**src/rtl/systolic_feed_ctrl.sv**
```systemverilog
// systolic_feed_ctrl
// Front-end sequencer for systolic_array. On an accepted start it latches the
// A and B operand matrices, pulses sa_start_o for one cycle, and then streams
// the operands as a diagonal wavefront. Row r of A and column c of B are
// delayed by r and c cycles respectively. It then waits for the array's finish
// and emits a single done pulse.
// Optional feature: define SA_FEED_TIMEOUT_EN to add a DRAIN watchdog.
// The watchdog raises a sticky timeout_o and forces DONE after TIMEOUT_CYCLES
// DRAIN cycles that see no finish.
module systolic_feed_ctrl #(
  parameter int DATA_WIDTH     = 16,
  parameter int BUS_WIDTH      = 64,
  parameter int TIMEOUT_CYCLES = 32
) (
  input  logic clk_i,
  input  logic rst_ni,
  input  logic start_i,
  input  logic flush_i,
  input  logic [(BUS_WIDTH/DATA_WIDTH)*(BUS_WIDTH/DATA_WIDTH)*DATA_WIDTH-1:0] a_i,
  input  logic [(BUS_WIDTH/DATA_WIDTH)*(BUS_WIDTH/DATA_WIDTH)*DATA_WIDTH-1:0] b_i,
  input  logic sa_finish_i,
  output logic sa_start_o,
  output logic [(BUS_WIDTH/DATA_WIDTH)*DATA_WIDTH-1:0] left_o,
  output logic [(BUS_WIDTH/DATA_WIDTH)*DATA_WIDTH-1:0] up_o,
  output logic busy_o,
  output logic done_o,
  output logic timeout_o
);

  localparam int MAX_DIM = BUS_WIDTH / DATA_WIDTH;
  localparam int MAT_W   = MAX_DIM * MAX_DIM * DATA_WIDTH;
  localparam int VEC_W   = MAX_DIM * DATA_WIDTH;
  localparam int CW      = $clog2(2 * MAX_DIM);
  localparam logic [CW-1:0] LAST_STEP = CW'(2 * MAX_DIM - 2);
  localparam logic [CW-1:0] STEP_ZERO = CW'(1'b0);
  localparam logic [CW-1:0] STEP_ONE  = CW'(1'b1);

  typedef enum logic [2:0] {
    S_IDLE   = 3'd0,
    S_LAUNCH = 3'd1,
    S_FEED   = 3'd2,
    S_DRAIN  = 3'd3,
    S_DONE   = 3'd4
  } state_e;

  state_e            state_q;
  logic [MAT_W-1:0]  a_q;
  logic [MAT_W-1:0]  b_q;
  logic [CW-1:0]     t_q;
  logic              fin_q;
  logic              sa_start_q;
  logic              busy_q;
  logic              done_q;
  logic [VEC_W-1:0]  left_q;
  logic [VEC_W-1:0]  up_q;

`ifdef SA_FEED_TIMEOUT_EN
  localparam int TW = $clog2(TIMEOUT_CYCLES + 1);
  localparam logic [TW-1:0] LAST_CNT = TW'(TIMEOUT_CYCLES - 1);
  logic [TW-1:0] drain_cnt_q;
  logic          timeout_q;
`endif

  // Left-bus wavefront at step t: row r carries A[r][t-r] when that column exists.
  function automatic logic [VEC_W-1:0] skew_left(input logic [MAT_W-1:0] m,
                                                 input logic [CW-1:0]    t);
    logic [VEC_W-1:0] v;
    int k;
    v = '0;
    for (int r = 0; r < MAX_DIM; r++) begin
      k = int'(t) - r;
      if (k >= 0 && k < MAX_DIM) begin
        v[r*DATA_WIDTH +: DATA_WIDTH] = m[(r*MAX_DIM + k)*DATA_WIDTH +: DATA_WIDTH];
      end else begin
        v[r*DATA_WIDTH +: DATA_WIDTH] = '0;
      end
    end
    return v;
  endfunction

  // Up-bus wavefront at step t: column c carries B[t-c][c] when that row exists.
  function automatic logic [VEC_W-1:0] skew_up(input logic [MAT_W-1:0] m,
                                               input logic [CW-1:0]    t);
    logic [VEC_W-1:0] v;
    int k;
    v = '0;
    for (int c = 0; c < MAX_DIM; c++) begin
      k = int'(t) - c;
      if (k >= 0 && k < MAX_DIM) begin
        v[c*DATA_WIDTH +: DATA_WIDTH] = m[(k*MAX_DIM + c)*DATA_WIDTH +: DATA_WIDTH];
      end else begin
        v[c*DATA_WIDTH +: DATA_WIDTH] = '0;
      end
    end
    return v;
  endfunction

  // Sequencer FSM with registered outputs: each output register holds the value for the state being entered.
  always_ff @(posedge clk_i or negedge rst_ni) begin
    if (!rst_ni) begin
      state_q    <= S_IDLE;
      a_q        <= '0;
      b_q        <= '0;
      t_q        <= '0;
      fin_q      <= 1'b0;
      sa_start_q <= 1'b0;
      busy_q     <= 1'b0;
      done_q     <= 1'b0;
      left_q     <= '0;
      up_q       <= '0;
`ifdef SA_FEED_TIMEOUT_EN
      drain_cnt_q <= '0;
      timeout_q   <= 1'b0;
`endif
    end else if (flush_i) begin
      // Abort: drop operands and outputs; the timeout flag is left for software to read.
      state_q    <= S_IDLE;
      a_q        <= '0;
      b_q        <= '0;
      t_q        <= '0;
      fin_q      <= 1'b0;
      sa_start_q <= 1'b0;
      busy_q     <= 1'b0;
      done_q     <= 1'b0;
      left_q     <= '0;
      up_q       <= '0;
`ifdef SA_FEED_TIMEOUT_EN
      drain_cnt_q <= '0;
`endif
    end else begin
      case (state_q)
        S_IDLE: begin
          if (start_i) begin
            a_q        <= a_i;
            b_q        <= b_i;
            t_q        <= '0;
            fin_q      <= 1'b0;
            sa_start_q <= 1'b1;
            busy_q     <= 1'b1;
            state_q    <= S_LAUNCH;
`ifdef SA_FEED_TIMEOUT_EN
            timeout_q  <= 1'b0;
`endif
          end else begin
            sa_start_q <= 1'b0;
            busy_q     <= 1'b0;
          end
          done_q <= 1'b0;
          left_q <= '0;
          up_q   <= '0;
        end

        S_LAUNCH: begin
          sa_start_q <= 1'b0;
          t_q        <= '0;
          fin_q      <= fin_q | sa_finish_i;
          left_q     <= skew_left(a_q, STEP_ZERO);
          up_q       <= skew_up(b_q, STEP_ZERO);
          state_q    <= S_FEED;
        end

        S_FEED: begin
          fin_q <= fin_q | sa_finish_i;
          if (t_q == LAST_STEP) begin
            left_q  <= '0;
            up_q    <= '0;
            state_q <= S_DRAIN;
`ifdef SA_FEED_TIMEOUT_EN
            drain_cnt_q <= '0;
`endif
          end else begin
            t_q    <= t_q + STEP_ONE;
            left_q <= skew_left(a_q, t_q + STEP_ONE);
            up_q   <= skew_up(b_q, t_q + STEP_ONE);
          end
        end

        S_DRAIN: begin
          left_q <= '0;
          up_q   <= '0;
          if (sa_finish_i || fin_q) begin
            done_q  <= 1'b1;
            state_q <= S_DONE;
`ifdef SA_FEED_TIMEOUT_EN
          end else if (drain_cnt_q == LAST_CNT) begin
            timeout_q <= 1'b1;
            done_q    <= 1'b1;
            state_q   <= S_DONE;
          end else begin
            drain_cnt_q <= drain_cnt_q + TW'(1'b1);
`else
          end else begin
            state_q <= S_DRAIN;
`endif
          end
        end

        S_DONE: begin
          done_q  <= 1'b0;
          busy_q  <= 1'b0;
          fin_q   <= 1'b0;
          state_q <= S_IDLE;
        end

        default: begin
          state_q    <= S_IDLE;
          sa_start_q <= 1'b0;
          busy_q     <= 1'b0;
          done_q     <= 1'b0;
          left_q     <= '0;
          up_q       <= '0;
        end
      endcase
    end
  end

  assign sa_start_o = sa_start_q;
  assign busy_o     = busy_q;
  assign done_o     = done_q;
  assign left_o     = left_q;
  assign up_o       = up_q;

`ifdef SA_FEED_TIMEOUT_EN
  assign timeout_o = timeout_q;
`else
  // Watchdog compiled out: the flag never rises for any legal TIMEOUT_CYCLES.
  assign timeout_o = (TIMEOUT_CYCLES < 0) ? 1'b1 : 1'b0;
`endif

endmodule

```
**config.mk**
```make
export PLATFORM = sky130hd
export DESIGN_NAME = systolic_feed_ctrl
export DESIGN_NICKNAME = d
export VERILOG_FILES = /design/src/rtl/systolic_feed_ctrl.sv
export SDC_FILE = /design/constraint.sdc
export NUM_CORES = 1
export LEC_CHECK = 0
export CORE_MARGIN = 4
export CORE_UTILIZATION = 51
export DETAILED_ROUTE_END_ITERATION = 8
export GPL_ROUTABILITY_DRIVEN = 0
export PLACE_DENSITY = 0.85
export RECOVER_POWER = 25
export SLEW_MARGIN = 20
export SYNTH_ARGS = -nofsm -noshare
export SYNTH_HDL_FRONTEND = slang
export SYNTH_SLANG_ARGS = --single-unit
```
**constraint.sdc**
```tcl
create_clock -name clk_i -period 5.63 [get_ports clk_i]
set_clock_uncertainty 0.2 [all_clocks]
set_input_delay 1.126 -clock clk_i [delete_from_list [all_inputs] [get_ports clk_i]]
set_output_delay 1.126 -clock clk_i [all_outputs]
set_load 0.005 [all_outputs]
```
==> results of run 1 <==
-- logic make-up after synthesis --
logic type	count (synthesis)	share of synthesized area [%]
multiplexers	275	18.7
other	1	0.0126
adder cells (fa/ha/maj)	8	0.336
AND/OR/NAND/NOR	172	2.74
AO/OA/AOI/OAI	698	19.2
buffers and inverters	280	4.27
flip-flops	650	54.6
XOR/XNOR	4	0.164
-- cell type report --
cell class | instances | area, um^2
Antenna cell | 24 | 60.1
Clock buffer | 99 | 2010
Clock inverter | 26 | 268
Fill cell | 3845 | 18700
Inverter | 69 | 259
Multi-Input combinational cell | 1158 | 12300
Sequential cell | 650 | 16300
Tap cell | 765 | 957
Timing Repair Buffer | 689 | 6940
-- synth_stat cells (2+ instances only) --
cell type  number  area [um^2]
a21oi_1         5         25.0
buf_2          95          475
a22o_1        528         4620
o21ai_0       101          505
clkbuf_1       76          285
and3_1          2         12.5
buf_4          17          128
or2_2           2         12.5
mux2_2         17          191
xnor2_1         3         26.3
mux2i_1        35          350
or4_1           2         15.0
buf_12          2         40.0
mux4_2        223         5020
nor2b_1        19          119
nand3_1         3         15.0
nand2_1       101          379
nor3_1          4         20.0
buf_1          20         75.1
ha_1            8          100
nor2_1          9         33.8
a22oi_1        16          120
a221o_1        32          320
a31oi_1         3         18.8
and2_1         16          100
inv_1          68          255
nand2b_1        6         37.5
dfrtp_1       650        16300
-- registers in the layout, summed over array words and instances (netlist names) --
name / flops
done_o: 1
sa_start_o: 1
state_q: 3
t_q: 3
left_o: 64
b_q: 256
busy_o: 1
a_q: 256
fin_q: 1
up_o: 64
-- worst paths after layout --
| path | to | from | depth (start not counted) | slack, ps |
|---|---|---|---|---|
| worst max-delay path | b_q[175] | rst_ni | 2 | 1290 |
| worst min-delay path | up_o[53] | up_o[53] | 2 | 270 |
| worst max register to register | left_o[49] | t_q[0] | 8 | 1420 |
| worst min register to register | up_o[53] | up_o[53] | 2 | 270 |
| max in group clk_i | left_o[49] | t_q[0] | 8 | 1420 |
| min in group asynchronous | a_q[5] | rst_ni | 1 | 1270 |
-- power by group --
| group | internal [uW] | switching (uW) |
|---|---|---|
| clock network | 2650 | 1930 |
| registers | 4970 | 270 |
| logic | 942 | 764 |
| total | 8560 | 2970 |
-- layer usage --
layer	track usage [%]	vias up	wire [um]
li1	-	9326	-
met1	38.5	11731	35200
met2	50.3	1469	48200
met3	12.2	366	11800
met4	16.3	36	5580
met5	0	-	220
-- per-stage QoR --
stage                     utilization (%)  instances  hold WS (ps)  instance area [um^2]  worst slack (ps)
final                                67.6       3480           275                 39100              1290
after global routing                 67.6       3475           298                 39100               671
after CTS                            67.6       3456           284                 39100              1400
after detailed placement             63.7       3331           270                 36800              1350
after global placement               63.7       3331           263                 36800              1530
after floorplan                         -       2088           267                 29800               865
==> summary.txt, run 1 <==
Global route
  – Vias in the first global route: 24.3k
  – GRT Residual Overflow: 0
  – Largest net degree at the start of global routing: 213
  – All-Layer GR Usage: 31.9%
  – Antenna violations before repair: 40
  – First-pass GRT wire length: 153000 um

Worst hold path
  – Tightest Hold Check Type: flop to flop

Floorplanning
  – Site Rows: 88
  – Initial Util: 51.5%
  – I/O pin cnt: 649
  – Die W: 250 um
  – Core region area: 57800 um^2
  – Die H: 250 um
  – Die footprint: 62400 um^2

Clock network
  – CTS clk-pin slew, worst paths: 60 ps
  – Post_cts resized: 0
  – CTS root buffer: clkbuf_16
  – Htree depth: 3
  – Clk_lat worst skew: 630 ps
  – Post CTS Setup Buffer Count: 0
  – CTS Buffer Depth: 3
  – TritonCTS clock tree: yes
  – Sink Count: 650
  – Cts bufs inserted: 70
  – CTS Hold Buffers Added: 0

Critical path
  – Crit path largest cell delay: 2070 ps
  – Slowest CP cell: clkbuf_2
  – Critical path class: input pin to asynchronous set/reset pin
  – Crit path top cell by count: clkbuf_2
  – Peak fanout along the critical path: 114
  – CP arrival: 4630 ps
  – Crit-path cells: clkbuf_2 -> clkbuf_2
  – Req. time, crit path: 5920 ps
  – Worst path top cell family by delay: buffers and inverters
  – Setup crit start kind: input pin
  – Worst Path Buf+Inv: 2
  – Crit. End Element: asynchronous set/reset pin

Logic synthesis
  – Mapped Nets: 2613
  – Synth Instances: 2088
  – EDFF count, synth: 0
  – Syn_area_per_cell: 14.3 um^2
  – Post-Synthesis Cell Area: 29800 um^2
  – Ys async rst share: 100%
  – Syn. warnings: 0
  – Synth Flop Type: dfrtp_1
  – Register bit total from synthesis: 650
  – Netlist cell types: 53
  – Sequential-to-total area share from yosys stat: 54.6%

Power
  – Leak pwr: 0.0171 uW
  – Peak VDD IR: 0.289 mV
  – Power density cells: 295 nW/um^2
  – Final Power: 11500 uW

STA
  – Least-Margin Pin Slew: 3050 ps
  – RSZ-0062 raised after global routing: no
  – Rel. slew slack: -103%
  – Setup TNS: 0 ps
  – Setup Viol. Count Final: 0
  – Period minus WS final: 4340 ps
  – Fin crit share: 77.1%
  – Slew Viols, Final: 112
  – Max Clock Freq: 230 MHz
  – Final Hold Vio Count: 0

Final layout
  – Most frequent cells in the layout: 648 x dfrtp_1, 644 x clkdlybuf4s50_1, 528 x a22o_1
  – Final net count: 3163
  – Commonest non-fill, non-tap cell in the layout: dfrtp_1
  – Layout cells sized above 1: 15.2%
  – Area Growth Syn to Fin: 31.2%

Job
  – Max_cap viols: 1

Run status
  – Failing checks: capacitance limit, slew limit
  – Status: finished, violations left

Routing
  – TritonRoute pass-1 iters: 7
  – Post-DR vias/cell: 6.59
  – Remaining antenna violation count: 0
  – Routed wire length: 101000 um
  – Vias: 22.9k
  – Starting DRT DRC Count: 2483
  – Drc violations: 0
  – Routed len/inst: 29.0 um

Placed design
  – HPWL after detailed placement: 66900 um
  – PortBufs: 647
Note: power is estimated with default switching activity, not from simulation.
==> run 2: changes to the inputs <==
Clock period 5.63 ns to 4.1 ns, I/O delays scaled along.
==> run 2 against run 1 <==
Against the previous run:
- the run still ends with capacitance limit, slew limit left
- core utilization rose by 0.58 points
- final cell count is 0.49% higher
- critical path type is now flop to flop
- largest power group unchanged
- register-to-register slack worse by 830 ps
- sequential share of layout area is 0.35 points lower
- non-clock buffer count increased by 22
==> summary.txt, run 2 (same netlist as run 1, synthesis figures left out) <==
Run status
  – Status: finished, violations left (unchanged)
  – Failing checks: capacitance limit, slew limit (unchanged)

Power
  – Logic pwr share: 14.8% (about the same)
  – Peak VDD IR: 0.414 mV (was 0.289 mV)
  – Sequential power share: 44.6% (was 45.5%)
  – Power density cells: 409 nW/um^2 (was 295 nW/um^2)
  – Internal: 12000 uW (was 8560 uW)
  – Net switching share of the total power: 25.5% (was 25.7%)
  – Final Power: 16100 uW (was 11500 uW)
  – Clock power share: 40.6% (was 39.7%)
  – Switch Pwr: 4120 uW (was 2970 uW)
  – Leak pwr: 0.0173 uW (was 0.0171 uW)

Clock network
  – TritonCTS clock tree: yes (unchanged)
  – Cts bufs inserted: 70 (unchanged)
  – Clk_lat worst skew: 610 ps (was 630 ps)
  – Sink Count: 650 (unchanged)
  – CTS clk-pin slew, worst paths: 60 ps (about the same)
  – Htree depth: 3 (unchanged)
  – CTS root buffer: clkbuf_16 (unchanged)
  – CTS Buffer Depth: 3 (unchanged)

Worst hold path
  – Tightest Hold Check Type: flop to flop (unchanged)
  – Hold EP: up_o[48] (was up_o[53])
  – Hold_sp: up_o[48] (was up_o[53])
  – Hold depth: 2 (unchanged)

Floorplanning
  – Die footprint: 62400 um^2 (unchanged)
  – I/O pin cnt: 649 (unchanged)
  – Site Rows: 88 (unchanged)
  – Die H: 250 um (unchanged)
  – Die W: 250 um (unchanged)
  – Core region area: 57800 um^2 (unchanged)
  – Initial Util: 51.5% (unchanged)

STA
  – Hold WS: 279 ps (was 275 ps)
  – Slew Viols, Final: 61 (was 112)
  – Final WS setup: 586 ps (was 1290 ps)
  – Rel. slew slack: -28.0% (was -103%)
  – Period minus WS final: 3510 ps
  – Least-Margin Pin Slew: 1920 ps (was 3050 ps)
  – Setup Viol. Count Final: 0 (unchanged)
  – Fin crit share: 85.7%
  – Setup TNS: 0 ps (unchanged)
  – Final Hold Vio Count: 0 (unchanged)
  – RSZ-0062 raised after global routing: no (unchanged)
  – Max Clock Freq: 285 MHz

Critical path
  – Crit. End Element: flop (was asynchronous set/reset pin)
  – Flop2flop setup slack: 590 ps (was 1420 ps)
  – Reg-to-reg startpoint: t_q[0] (unchanged)
  – Setup crit start kind: flop (was input pin)
  – Req. time, crit path: 4390 ps (was 5920 ps)
  – CP arrival: 3800 ps (was 4630 ps)
  – R2R Path End: up_o[30] (was left_o[49])
  – Register-to-Register Path Depth: 11 (was 8)
  – Critical path class: flop to flop (was input pin to asynchronous set/reset pin)
  – Peak fanout along the critical path: 35 (was 114)

Global route
  – Vias in the first global route: 24.4k (was 24.3k)
  – Antenna violations before repair: 31 (was 40)
  – Largest net degree at the start of global routing: 137 (was 213)
  – GRT Residual Overflow: 0 (unchanged)
  – First-pass GRT wire length: 156000 um (was 153000 um)
  – All-Layer GR Usage: 32.7% (was 31.9%)

Job
  – Max_cap viols: 1 (unchanged)

Final layout
  – Area Growth Syn to Fin: 32.4% (was 31.2%)
  – Layout cells sized above 1: 15.8% (was 15.2%)
  – Commonest non-fill, non-tap cell in the layout: dfrtp_1 (unchanged)
  – Area occupied by multi-input gates: 12300 um^2 (about the same)
  – Fillers: 3754 (was 3845)
  – Area taken by flip-flops and latches: 16300 um^2 (unchanged)
  – Largest registers: a_q (256), b_q (256) (unchanged)
  – Most frequent cells in the layout: 648 x dfrtp_1, 644 x clkdlybuf4s50_1, 528 x a22o_1 (unchanged)
  – Final net count: 3185 (was 3163)

Routing
  – Starting DRT DRC Count: 2513 (was 2483)
  – Vias: 23.1k (was 22.9k)
  – Post-DR vias/cell: 6.61 (was 6.59)
  – Routed wire length: 103000 um (was 101000 um)
  – Drc violations: 0 (unchanged)
  – Routed len/inst: 29.4 um (was 29.0 um)
  – TritonRoute pass-1 iters: 7 (unchanged)
  – Remaining antenna violation count: 0 (unchanged)

Placed design
  – PortBufs: 647 (unchanged)
  – HPWL after detailed placement: 69700 um (was 66900 um)
  – Dpl ws: 606 ps (was 1350 ps)
==> run 2: through the flow <==
| stage | cell area (um^2) | util, % | cells |
|---|---|---|---|
| final | 39400 | 68.2 | 3497 |
| after global routing | 39400 | 68.2 | 3489 |
| after CTS | 39400 | 68.2 | 3480 |
| after detailed placement | 37000 | 64.1 | 3352 |
| after global placement | 37000 | 64.1 | 3352 |
| after floorplan | 29900 | - | 2088 |
==> run 2: worst max path at each step <==
stage | from | slack [ps] | end | depth (start not counted)
global route | rst_ni | 240 | up_o[41] | 3
finish | t_q[0] | 590 | up_o[30] | 11
detailed placement | t_q[0] | 610 | left_o[50] | 7
CTS | t_q[0] | 550 | up_o[30] | 11
floorplan | t_q[0] | 20 | left_o[55] | 19
global placement | t_q[0] | 700 | left_o[50] | 7
==> run 2: cell type report <==
type	count	share of cell area, %
well taps	765	2.43
multi-input cells	1158	31.3
diodes	17	0.108
clock buffers	107	5.41
clock inverters	20	0.673
inverters	69	0.669
flip-flops and latches	650	41.3
repair buffers	711	18.2
==> run 2: repair_timing <==
action                    CTS  global route
hold buffers                1             0
setup buffers               0             0
gates resized for setup     0             0
hold endpoints to repair   23             0
==> run 2: power groups by stage <==
stage	Sequential, uW	Combinational (uW)	Clock [uW]
floorplan	7130	1360	0
global placement	7260	2290	0
detailed placement	7290	2350	0
CTS	7190	2390	6610
global route	7240	2540	6890
finish	7200	2380	6550
==> run 2: layer usage <==
layer,global-route usage [%],vias to the layer above,share of wire [%]
li1,-,9369,-
met1,41.1,11871,35
met2,52.3,1526,49
met3,10.7,335,11
met4,14.5,26,5.1
met5,0,-,0.17
==> run 2: worst max-delay path: stages (launching register included) <==
cell      delay, ps
dfrtp_4         460
inv_6            60
ha_4            290
buf_4           500
ha_1            250
nand2b_1         70
nand3_1         110
ha_1            190
nand2b_1         60
a311oi_1        350
nand2b_1        460
o21ai_0         400
